**src/rtl/dm_arb_pkg.sv**
```systemverilog
// Shared types and constants for the data-memory arbiter.
package dm_arb_pkg;

  typedef enum logic [1:0] {IDLE, ISSUE, RESP} state_t;

  localparam int          DM_ADDR_W_DEFAULT = 12;
  localparam logic [31:0] DM_BASE_DEFAULT   = 32'h0000_0000;
  localparam int          DM_WORDS          = 1 << DM_ADDR_W_DEFAULT;

  localparam logic PORT_CPU = 1'b0;
  localparam logic PORT_DMA = 1'b1;

endpackage

```
**src/rtl/rr_arb2.sv**
```systemverilog
// Two-way combinational picker; prio names the winner when both request.
// DM_ARB_CPU_PRIO_EN: fixed priority, CPU port wins every contest and prio is ignored.
module rr_arb2
  import dm_arb_pkg::*;
(
  input  logic [1:0] req,
  input  logic       prio,
  output logic       sel
);

`ifdef DM_ARB_CPU_PRIO_EN
  logic unused_prio;
  assign unused_prio = prio;

  always_comb begin
    sel = PORT_CPU;
    if (req == 2'b10) sel = PORT_DMA;
  end
`else
  always_comb begin
    sel = prio;
    case (req)
      2'b01:   sel = PORT_CPU;
      2'b10:   sel = PORT_DMA;
      default: sel = prio;
    endcase
  end
`endif

endmodule

```
**src/rtl/dm_arbiter.sv**
```systemverilog
// Shares the single-port DM between the CPU M-stage (port 0) and the DMA engine (port 1).
// DM_ARB_CPU_PRIO_EN selects fixed CPU priority instead of round-robin.
module dm_arbiter
  import dm_arb_pkg::*;
#(
  parameter int          ADDR_W  = DM_ADDR_W_DEFAULT,
  parameter logic [31:0] DM_BASE = DM_BASE_DEFAULT
) (
  input  logic              clk,
  input  logic              reset,
  input  logic              req0,
  input  logic              req1,
  input  logic              we0,
  input  logic              we1,
  input  logic [31:0]       addr0,
  input  logic [31:0]       addr1,
  input  logic [3:0]        be0,
  input  logic [3:0]        be1,
  input  logic [31:0]       wdata0,
  input  logic [31:0]       wdata1,
  output logic              ack0,
  output logic              ack1,
  output logic              err0,
  output logic              err1,
  output logic [31:0]       rdata,
  output logic              mem_en,
  output logic              mem_we,
  output logic [ADDR_W-1:0] mem_addr,
  output logic [3:0]        mem_be,
  output logic [31:0]       mem_wdata,
  input  logic [31:0]       mem_rdata
);

  state_t state, state_nx;
  logic   sel, pick, prio, ok;
  logic   we_sel, in_range;
  logic [31:0] addr_sel, off;

  rr_arb2 u_pick (
    .req  ({req1, req0}),
    .prio (prio),
    .sel  (pick)
  );

  assign we_sel   = sel ? we1   : we0;
  assign addr_sel = sel ? addr1 : addr0;
  assign off      = addr_sel - DM_BASE;
  // Anything above the word-index field is outside the array.
  assign in_range = (off >> (ADDR_W + 2)) == 32'd0;

  always_ff @(posedge clk) begin
    if (reset) begin
      state <= IDLE;
      sel   <= PORT_CPU;
      ok    <= 1'b0;
    end else begin
      state <= state_nx;
      if (state == IDLE && (req0 || req1)) sel <= pick;
      if (state == ISSUE) ok <= in_range;
    end
  end

`ifdef DM_ARB_CPU_PRIO_EN
  assign prio = PORT_CPU;
`else
  always_ff @(posedge clk) begin
    if (reset) prio <= PORT_CPU;
    else if (state == IDLE && (req0 || req1)) prio <= ~pick;
  end
`endif

  always_comb begin
    state_nx  = state;
    ack0      = 1'b0;
    ack1      = 1'b0;
    err0      = 1'b0;
    err1      = 1'b0;
    rdata     = 32'd0;
    mem_en    = 1'b0;
    mem_we    = 1'b0;
    mem_addr  = '0;
    mem_be    = 4'd0;
    mem_wdata = 32'd0;
    case (state)
      IDLE: begin
        if (req0 || req1) state_nx = ISSUE;
      end
      ISSUE: begin
        state_nx  = RESP;
        mem_en    = in_range;
        mem_we    = we_sel & in_range;
        mem_addr  = off[ADDR_W+1:2];
        mem_be    = sel ? be1 : be0;
        mem_wdata = sel ? wdata1 : wdata0;
      end
      RESP: begin
        state_nx = IDLE;
        ack0     = ~sel;
        ack1     = sel;
        err0     = ~sel & ~ok;
        err1     = sel & ~ok;
        if (ok && !we_sel) rdata = mem_rdata;
      end
      default: state_nx = IDLE;
    endcase
  end

endmodule

```
**config.mk**
```make
export PLATFORM = sky130hd
export DESIGN_NAME = dm_arbiter
export DESIGN_NICKNAME = d
export VERILOG_FILES = /design/src/rtl/dm_arb_pkg.sv /design/src/rtl/rr_arb2.sv /design/src/rtl/dm_arbiter.sv
export SDC_FILE = /design/constraint.sdc
export NUM_CORES = 1
export LEC_CHECK = 0
export CAP_MARGIN = 30
export CORE_AREA = 3 3 99 101
export CTS_CLUSTER_SIZE = 10
export DETAILED_ROUTE_END_ITERATION = 10
export DIE_AREA = 0 0 102 104
export SYNTH_ARGS = -nofsm -noshare
export SYNTH_HDL_FRONTEND = slang
export SYNTH_HIERARCHICAL = 1
export SYNTH_SLANG_ARGS = --single-unit
```
**constraint.sdc**
```tcl
create_clock -name clk -period 1.8 [get_ports clk]
set_clock_uncertainty 0.15 [all_clocks]
set_input_delay 0.18 -clock clk [delete_from_list [all_inputs] [get_ports clk]]
set_output_delay 0.18 -clock clk [all_outputs]
set_load 0.005 [all_outputs]
```
== Yosys cells after proc, flatten, opt, wreduce, memory -nomap -nowiden ==
Index checks and enable logic that the tools add are counted.

* Flip-flop bits (word level): 5
* Bits in latches: 0
* Memory bits (writable): 0
* Memory bits (read-only): 0
* Input port bits: 174
* Output and inout bits: 86
* Word-level logic and storage cells: 39
* Memories: 0

* Add/sub/neg operators: 0
* Multiply operators: 0
* Div/mod/pow operators: 0
* Order comparisons: 0
* Eq/ne operators: 5
* Shifts and indexed selects: 0
* Muxes and demuxes: 18
* Bitwise operators: 6
* Reduce and logical (&&, ||, !) cells: 6

{| class="wikitable"
|+ Operator list
! kind !! number
|-
| 2-to-1 mux 32 bit || 5
|-
| logical NOT 32 bit || 1
|-
| 2-to-1 mux 12 bit || 1
|-
| 2-to-1 mux 4 bit || 2
|-
| 2-to-1 mux 1 bit || 7
|-
| equality test 2 x 1 -> 1 bit, second input constant || 2
|-
| equality test 2 bit, second input constant || 2
|-
| one-hot mux 2 bit (2 select lines) || 1
|-
| bitwise AND 1 bit || 3
|-
| NOT 1 bit || 3
|-
| logical AND 1 bit || 2
|-
| logical NOT 2 bit || 1
|-
| 2-to-1 mux 2 bit || 1
|-
| != test 2 x 1 -> 1 bit, second input constant || 1
|-
| one-hot mux 1 bit (2 select lines) || 1
|-
| logical NOT 1 bit || 1
|-
| logical OR 1 bit || 1
|}

== Depth between registers and ports, before layout ==
Gate-level depths: netlist of the first run.

* Depth in word-level cells: 5
* Depth in mapped cells: 5
* Gate-level depth less buffers: 5

== Hierarchy ==
Netlist of the first run, hierarchy kept.

{| class="wikitable"
|+ Modules (own cells, without submodules)
! module !! instances !! cells an instance !! area an instance (µm²) !! seq. area each (µm²)
|-
| dm_arbiter || 1 || 186 || 1300.0 || 100.1
|-
| rr_arb2 || 1 || 3 || 31.3 || 0.0
|}

== Worst setup path after synthesis of the first run ==
No wires, ideal clock.

* Path kind: register to output
* Start: reg sel
* End: out rdata[0]
* Arrival: 1.196 ns
* Required time: 1.470 ns
* Path slack: 0.274 ns
* Cell stages (with the launch flop): 5
* Buffers on the path: 1
* Path through: dfxtp_1 -> mux2_4 -> nor3b_4 -> buf_6 -> and2_1

* Longest elaborated chain between the ends: 5

{| class="wikitable"
|+ RTL lines
! item !! RTL line !! text
|-
| from (decl) || dm_arbiter.sv:35 || <nowiki>logic sel, pick, prio, ok;</nowiki>
|-
| from (signal assigned) || dm_arbiter.sv:58 || <nowiki>if (state == IDLE && (req0 || req1)) sel <= pick;</nowiki>
|-
| 2-to-1 mux 1 bit || dm_arbiter.sv:45 || <nowiki>assign we_sel = sel ? we1 : we0;</nowiki>
|-
| logical NOT 1 bit || dm_arbiter.sv:102 || <nowiki>if (ok && !we_sel) rdata = mem_rdata;</nowiki>
|-
| logical AND 1 bit || dm_arbiter.sv:102 ||
|-
| 2-to-1 mux 32 bit || dm_arbiter.sv:102 ||
|-
| 2-to-1 mux 32 bit || dm_arbiter.sv:84 || <nowiki>case (state)</nowiki>
|-
| to (decl) || dm_arbiter.sv:25 || <nowiki>output logic [31:0] rdata,</nowiki>
|}

Every way passes these cells.

== Final worst setup path of the first run ==
* Start: reg sel
* End: out rdata[6]

Same word-level chain as after synthesis.

==> flow_metrics.tcl, run 1 <==
set metrics [dict create \
    number_of_maximum_capacitance_violations 0 \
    insertedDiodeCount 0 \
    synth_cell_types 24 \
    yosysTopAreaCell "sky130_fd_sc_hd__mux2i_1" \
    utilization_pct 49.6 \
    post-dp-hpwl_um 7230 \
    initial_utilization_pct 14.6 \
    postSynthAreaPerCell_um2 7.04 \
    cts_buffers 3 \
    clock_tree.buffer_depth 2 \
    unrepaired_setup_endpoints_after_global_routing "true" \
    detail_route.iter0.violations 40 \
    layout.filler_cells 879 \
    synth_fp_nets 364 \
    timing_max_transition_violations_final 0 \
    run_status "finished with violations" \
    gr_usage_total_pct 15.1 \
    hold_viol 0 \
    post-route-period-util_pct 110 \
    drt_wl_total_um 9190 \
    post-route-min-period_ns 1.98 \
    vdd.ir_drop.worst_mv 0.135 \
    antenna_violations_before_repair 0 \
    place_ws_ns -0.621 \
    setup-violations-final 39 \
    area_growth_syn_to_layout_pct 240 \
    die_height_um 104 \
    post_drt_via_cell_ratio 4.23 \
    clock_insertion_delay_worst_skew_ns 0.22 \
    data_required_critical_path_ns 1.47 \
    yosys-top-cells-area "sky130_fd_sc_hd__mux2i_1 37%, sky130_fd_sc_hd__nor2_1 16%, sky130_fd_sc_hd__and2_1 15%, sky130_fd_sc_hd__dfxtp_1 7.5%, sky130_fd_sc_hd__nor4_1 3.8%" \
    max_freq_ghz 0.505 \
    slew-limit-headroom_pct 74.9 \
    drtPass1Iterations 4 \
    clkTransAtPathRegs_ns 0.03 \
    buffer_ports.inserted 255 \
    final.setup.worst_slack_ns -0.180 \
    clock_sink_count 5 \
    clock_tree.root_cell "sky130_fd_sc_hd__clkbuf_8" \
    postPlaceCellArea_um2 4120 \
    routedWlPerCell_um 15.9 \
    core_area_um2 9110 \
    crit_path_start_kind "flop" \
    chipWidth_um 102 \
    stdcell_area_um2 4520 \
    dr_total_vias 2452 \
    num_rows 35 \
    violations_in_the_final_reports "setup timing" \
    worst_ep_arrival_time_ns 1.65 \
    synthesized_area_um2 1330 \
    io_pins 260 \
    static-leakage-power_uw 0.00222 \
    ys_seq_area_share_pct 7.52 \
    routabilityCongestion 0.778 \
    net_count_reported_at_finish 644 \
    number_of_antenna_violating_nets_in_the_routed_design 0 \
    dieArea_um2 10600 \
    synth.ff_latch_count 5 \
    worst_slew_pin_slew_ns 0.374 \
    p_per_area_nw_per_um2 266 \
    worst_setup_path_end_kind "output pin" \
    synth-warning-count 6 \
    grt_remaining_overflow 0 \
    grt_max_degree 23 \
    critical_path_peak_fanout 8 \
    synth_largest_type_area_fraction_pct 36.8 \
    layout-drive-gt1-share_pct 30.3 \
    netlist_instances 189 \
    worstSetupPathType "flop to output pin" \
    setup_tns_ns -4.17 \
    htree_num_levels 1 \
    tritoncts "done" \
    grt_pass1_wl_um 12700 \
    first_global_vias 2521 \
    worstHoldPathType "flop to flop" \
    detail_route.drc_violations 0 \
]
critical path, cell delays in order, from the launching register on:
cell and delay, ns:
sky130_fd_sc_hd__dfxtp_4 0.35, sky130_fd_sc_hd__mux2_4 0.31, sky130_fd_sc_hd__nor3b_4 0.26, sky130_fd_sc_hd__buf_4 0.16, sky130_fd_sc_hd__buf_6 0.12, sky130_fd_sc_hd__and2_4 0.15, sky130_fd_sc_hd__buf_6 0.08
flip-flops by register name (all words and copies together) (netlist names):
name / cells
sel: 1
ok: 1
prio: 1
state: 2
where the power goes:
part	switching [uW]	internal (uW)	total [uW]	leakage, uW
Combinational	283	592	875	0.00215
Clock	50.7	152	202	0.0000228
Sequential	5.09	120	125	0.0000418
through the flow:
step,instances,hold slack [ns],power [uW]
floorplan,189,0.102,362
global placement,559,0.337,952
detailed placement,559,0.360,958
CTS,570,0.366,1210
global route,579,0.389,1280
finish,579,0.363,1200
final cells by class:
cell class	instances	area, um2	share of cell area [%]
multi-input combinational	167	1320	29.1
sequential	5	104	2.30
tap	111	139	3.07
timing repair buffer	290	2910	64.3
inverter	2	7.51	0.166
clock buffer	4	45.0	0.996
cell usage after synthesis (all sizes together):
cell / number
and2: 32
nand3b: 1
a211oi: 1
clkbuf: 6
inv: 2
buf: 9
nor3: 5
mux2i: 49
a21o: 1
nor2: 57
ha: 1
nor4: 8
nand2b: 1
and4: 2
nand2: 2
mux2: 2
nor3b: 1
dfxtp: 5
or2b: 1
a22oi: 1
o31ai: 1
nor4b: 1
placed cells by master (no fill, tap or decap), drive strengths merged:
cell	Yosys	routed
nand3b	1	1
and2	32	32
nor4b	1	1
a211oi	1	1
o31ai	1	1
a21o	1	1
dlymetal6s2s	0	23
a22oi	1	1
and4	2	2
nand2	2	2
clkdlybuf4s15	0	2
nor4	8	8
dfxtp	5	5
mux2i	49	49
nor3b	1	1
clkbuf	6	8
nor3	5	5
inv	2	2
nor2	57	57
nand2b	1	1
clkdlybuf4s50	0	167
mux2	2	2
buf	9	81
or2b	1	1
dlygate4sd2	0	13
ha	1	1
worst paths after layout:
path / from / to / slack [ns] / depth (start not counted)
worst min register to register: prio$_SDFFE_PP0P_ / prio$_SDFFE_PP0P_ / 0.36 / 2
worst max-delay path: sel$_SDFFE_PP0P_ / rdata[6] / -0.18 / 6
worst min-delay path: prio$_SDFFE_PP0P_ / prio$_SDFFE_PP0P_ / 0.36 / 2
worst max register to register: sel$_SDFFE_PP0P_ / ok$_SDFFE_PP0N_ / 0.14 / 7
cell families after synthesis:
family | share of synthesized area [%]
AOI/OAI and AO/OA | 2.63
DFF | 7.52
and+or+nand+nor | 42.6
muxes | 39.1
adders and majority gates | 0.940
buffers and inverters | 7.24
layer usage:
layer	track usage, %	wire [um]	up-vias
met5	0	0	-
met4	3.09	115	0
met3	3.89	928	6
met2	29.7	4900	149
met1	15.4	3250	1098
li1	-	-	1199
repair_timing:
action,in CTS,in global routing
setup buffers,7,8
hold buffers,0,0
pin swaps,6,32
setup endpoints to repair,87,75
gates resized for setup,206,127
cloned,2,3
No activity file was read; power rests on OpenSTA's default activity.
==> run 2: changes to the inputs <==
Settings changed: SETUP_SLACK_MARGIN set to 0.2.
==> run 2 against run 1 <==
- the run still ends with setup timing left
- final cell count up 4.0%
- fmax down 1.6%
- core utilization up 1.7 points
- design area up 3.3%
- worst hold slack better by 0.0034 ns
- setup slack worse by 0.032 ns
- clock power about the same
- die area unchanged
==> flow_metrics.tcl, run 2 (synthesis results as in run 1) <==
set metrics [dict create \
    p_per_area_nw_per_um2 282 \
    clock_tree.root_cell "sky130_fd_sc_hd__clkbuf_8" \
    number_of_maximum_capacitance_violations 0 \
    grt_max_degree 30 \
    chipWidth_um 102 \
    slew-limit-headroom_pct 74.9 \
    hold_viol 0 \
    area_growth_syn_to_layout_pct 251 \
    critical_path_peak_fanout 7 \
    post_drt_via_cell_ratio 4.26 \
    max_freq_ghz 0.497 \
    setup-violations-final 74 \
    routedWlPerCell_um 15.7 \
    htree_num_levels 1 \
    core_area_um2 9110 \
    grt_remaining_overflow 0 \
    post-dp-hpwl_um 7230 \
    grt_pass1_wl_um 13400 \
    worstSetupPathType "flop to output pin" \
    violations_in_the_final_reports "setup timing" \
    tritoncts "done" \
    num_rows 35 \
    antenna_violations_before_repair 0 \
    mostFrequentLayoutCell "sky130_fd_sc_hd__clkdlybuf4s50_1" \
    worst_slew_pin_slew_ns 0.374 \
    net_count_reported_at_finish 667 \
    vdd.ir_drop.worst_mv 0.134 \
    dr_total_vias 2567 \
    worstHoldPathType "flop to flop" \
    dieArea_um2 10600 \
    final.setup.worst_slack_ns -0.213 \
    cts-hold-fix-buffers 0 \
    worst_ep_arrival_time_ns 1.68 \
    number_of_antenna_violating_nets_in_the_routed_design 0 \
    utilization_pct 51.3 \
    clock_insertion_delay_worst_skew_ns 0.22 \
    clkTransAtPathRegs_ns 0.03 \
    io_pins 260 \
    static-leakage-power_uw 0.00201 \
    run_status "finished with violations" \
    timing_max_transition_violations_final 0 \
    clock_tree.buffer_depth 2 \
    detail_route.drc_violations 0 \
    layout.filler_cells 881 \
    die_height_um 104 \
    most_flops_register "state" \
    drt_wl_total_um 9450 \
    largest_register_ff_count 2 \
    buffer_ports.inserted 255 \
    post-route-period-util_pct 112 \
    clock_sink_count 5 \
    stdcell_area_um2 4670 \
    layout-drive-gt1-share_pct 37.7 \
    postPlaceCellArea_um2 4120 \
    post-layout-total-power_uw 1320 \
    cts_buffers 3 \
    detail_route.iter0.violations 45 \
    drtPass1Iterations 4 \
    commonest_cells_after_routing_fill_and_taps_aside "161 x sky130_fd_sc_hd__clkdlybuf4s50_1, 55 x sky130_fd_sc_hd__buf_2, 54 x sky130_fd_sc_hd__nor2_1, 45 x sky130_fd_sc_hd__mux2i_1, 41 x sky130_fd_sc_hd__buf_6" \
    insertedDiodeCount 0 \
    data_required_critical_path_ns 1.47 \
    gr_usage_total_pct 16.0 \
    crit_path_start_kind "flop" \
    initial_utilization_pct 14.6 \
    routabilityCongestion 0.778 \
    first_global_vias 2598 \
    worst_setup_path_end_kind "output pin" \
    post-route-min-period_ns 2.01 \
    unrepaired_setup_endpoints_after_global_routing "true" \
]
[run 2: changes by cell type in the layout (fill, tap and decap cells not counted), moves of 4 or more]
cell / change
sky130_fd_sc_hd__buf_8: +5
sky130_fd_sc_hd__nor2_2: -4
sky130_fd_sc_hd__and2_4: -15
sky130_fd_sc_hd__buf_16: +5
sky130_fd_sc_hd__dlygate4sd2_1: -5
sky130_fd_sc_hd__clkdlybuf4s50_1: -6
sky130_fd_sc_hd__and2_1: +15
sky130_fd_sc_hd__clkdlybuf4s15_2: +12
sky130_fd_sc_hd__buf_4: -7
sky130_fd_sc_hd__dlymetal6s2s_1: -23
sky130_fd_sc_hd__nor2_1: +4
sky130_fd_sc_hd__buf_2: +38
[run 2: power breakdown]
group          internal, uW  switching (uW)
clock network           152            50.5
registers               120            4.72
logic                   673             317
total                   944             373
[run 2: per-stage QoR]
step / hold slack [ns] / setup WS [ns] / setup TNS (ns) / std cells
after floorplan: 0.102 / 0.274 / 0 / 189
after global placement: 0.337 / -0.609 / -16.39 / 559
after detailed placement: 0.360 / -0.621 / -17.96 / 559
after CTS: 0.366 / -0.321 / -7.21 / 585
after global routing: 0.389 / -0.272 / -13.73 / 602
final: 0.367 / -0.213 / -9.14 / 602
[run 2: worst max-delay path: stages, from the launching register on]
cell,delay [ns]
sky130_fd_sc_hd__dfxtp_4,0.34
sky130_fd_sc_hd__buf_6,0.11
sky130_fd_sc_hd__buf_8,0.11
sky130_fd_sc_hd__buf_12,0.14
sky130_fd_sc_hd__buf_6,0.12
sky130_fd_sc_hd__buf_16,0.13
sky130_fd_sc_hd__buf_6,0.12
sky130_fd_sc_hd__mux2i_4,0.17
sky130_fd_sc_hd__nor2_1,0.10
sky130_fd_sc_hd__buf_2,0.12
[run 2: timing repair]
| action | CTS | global route |
|---|---|---|
| buffers inserted | 16 | 16 |
| gates resized for setup | 367 | 73 |
| setup endpoints to repair | 87 | 87 |
| gates cloned | 6 | 1 |
| pin swaps | 15 | 35 |
[run 2: area by class of cell]
| type | instances | area, um2 | share of cell area, % |
|---|---|---|---|
| timing repair buffer | 313 | 3070 | 65.6 |
| multi-input combinational | 167 | 1310 | 28.0 |
| clock buffer | 4 | 45.0 | 0.964 |
| tap | 111 | 139 | 2.97 |
| sequential | 5 | 104 | 2.22 |
| inverter | 2 | 10.0 | 0.214 |
[run 2: layer usage]
layer  wire length [um]  GRT usage (%)  up-vias
met3                976           3.76        2
met5                  0              0        -
li1                   -              -     1250
met4                 47           3.09        0
met2               5100           31.7      151
met1               3320           16.4     1164
[run 2: worst paths after layout]
check | from | end | slack (ns) | cells after the start
min reg2reg | prio$_SDFFE_PP0P_ | prio$_SDFFE_PP0P_ | 0.37 | 2
max | sel$_SDFFE_PP0P_ | mem_wdata[23] | -0.21 | 9
min | prio$_SDFFE_PP0P_ | prio$_SDFFE_PP0P_ | 0.37 | 2
max reg2reg | sel$_SDFFE_PP0P_ | ok$_SDFFE_PP0N_ | 0.06 | 9
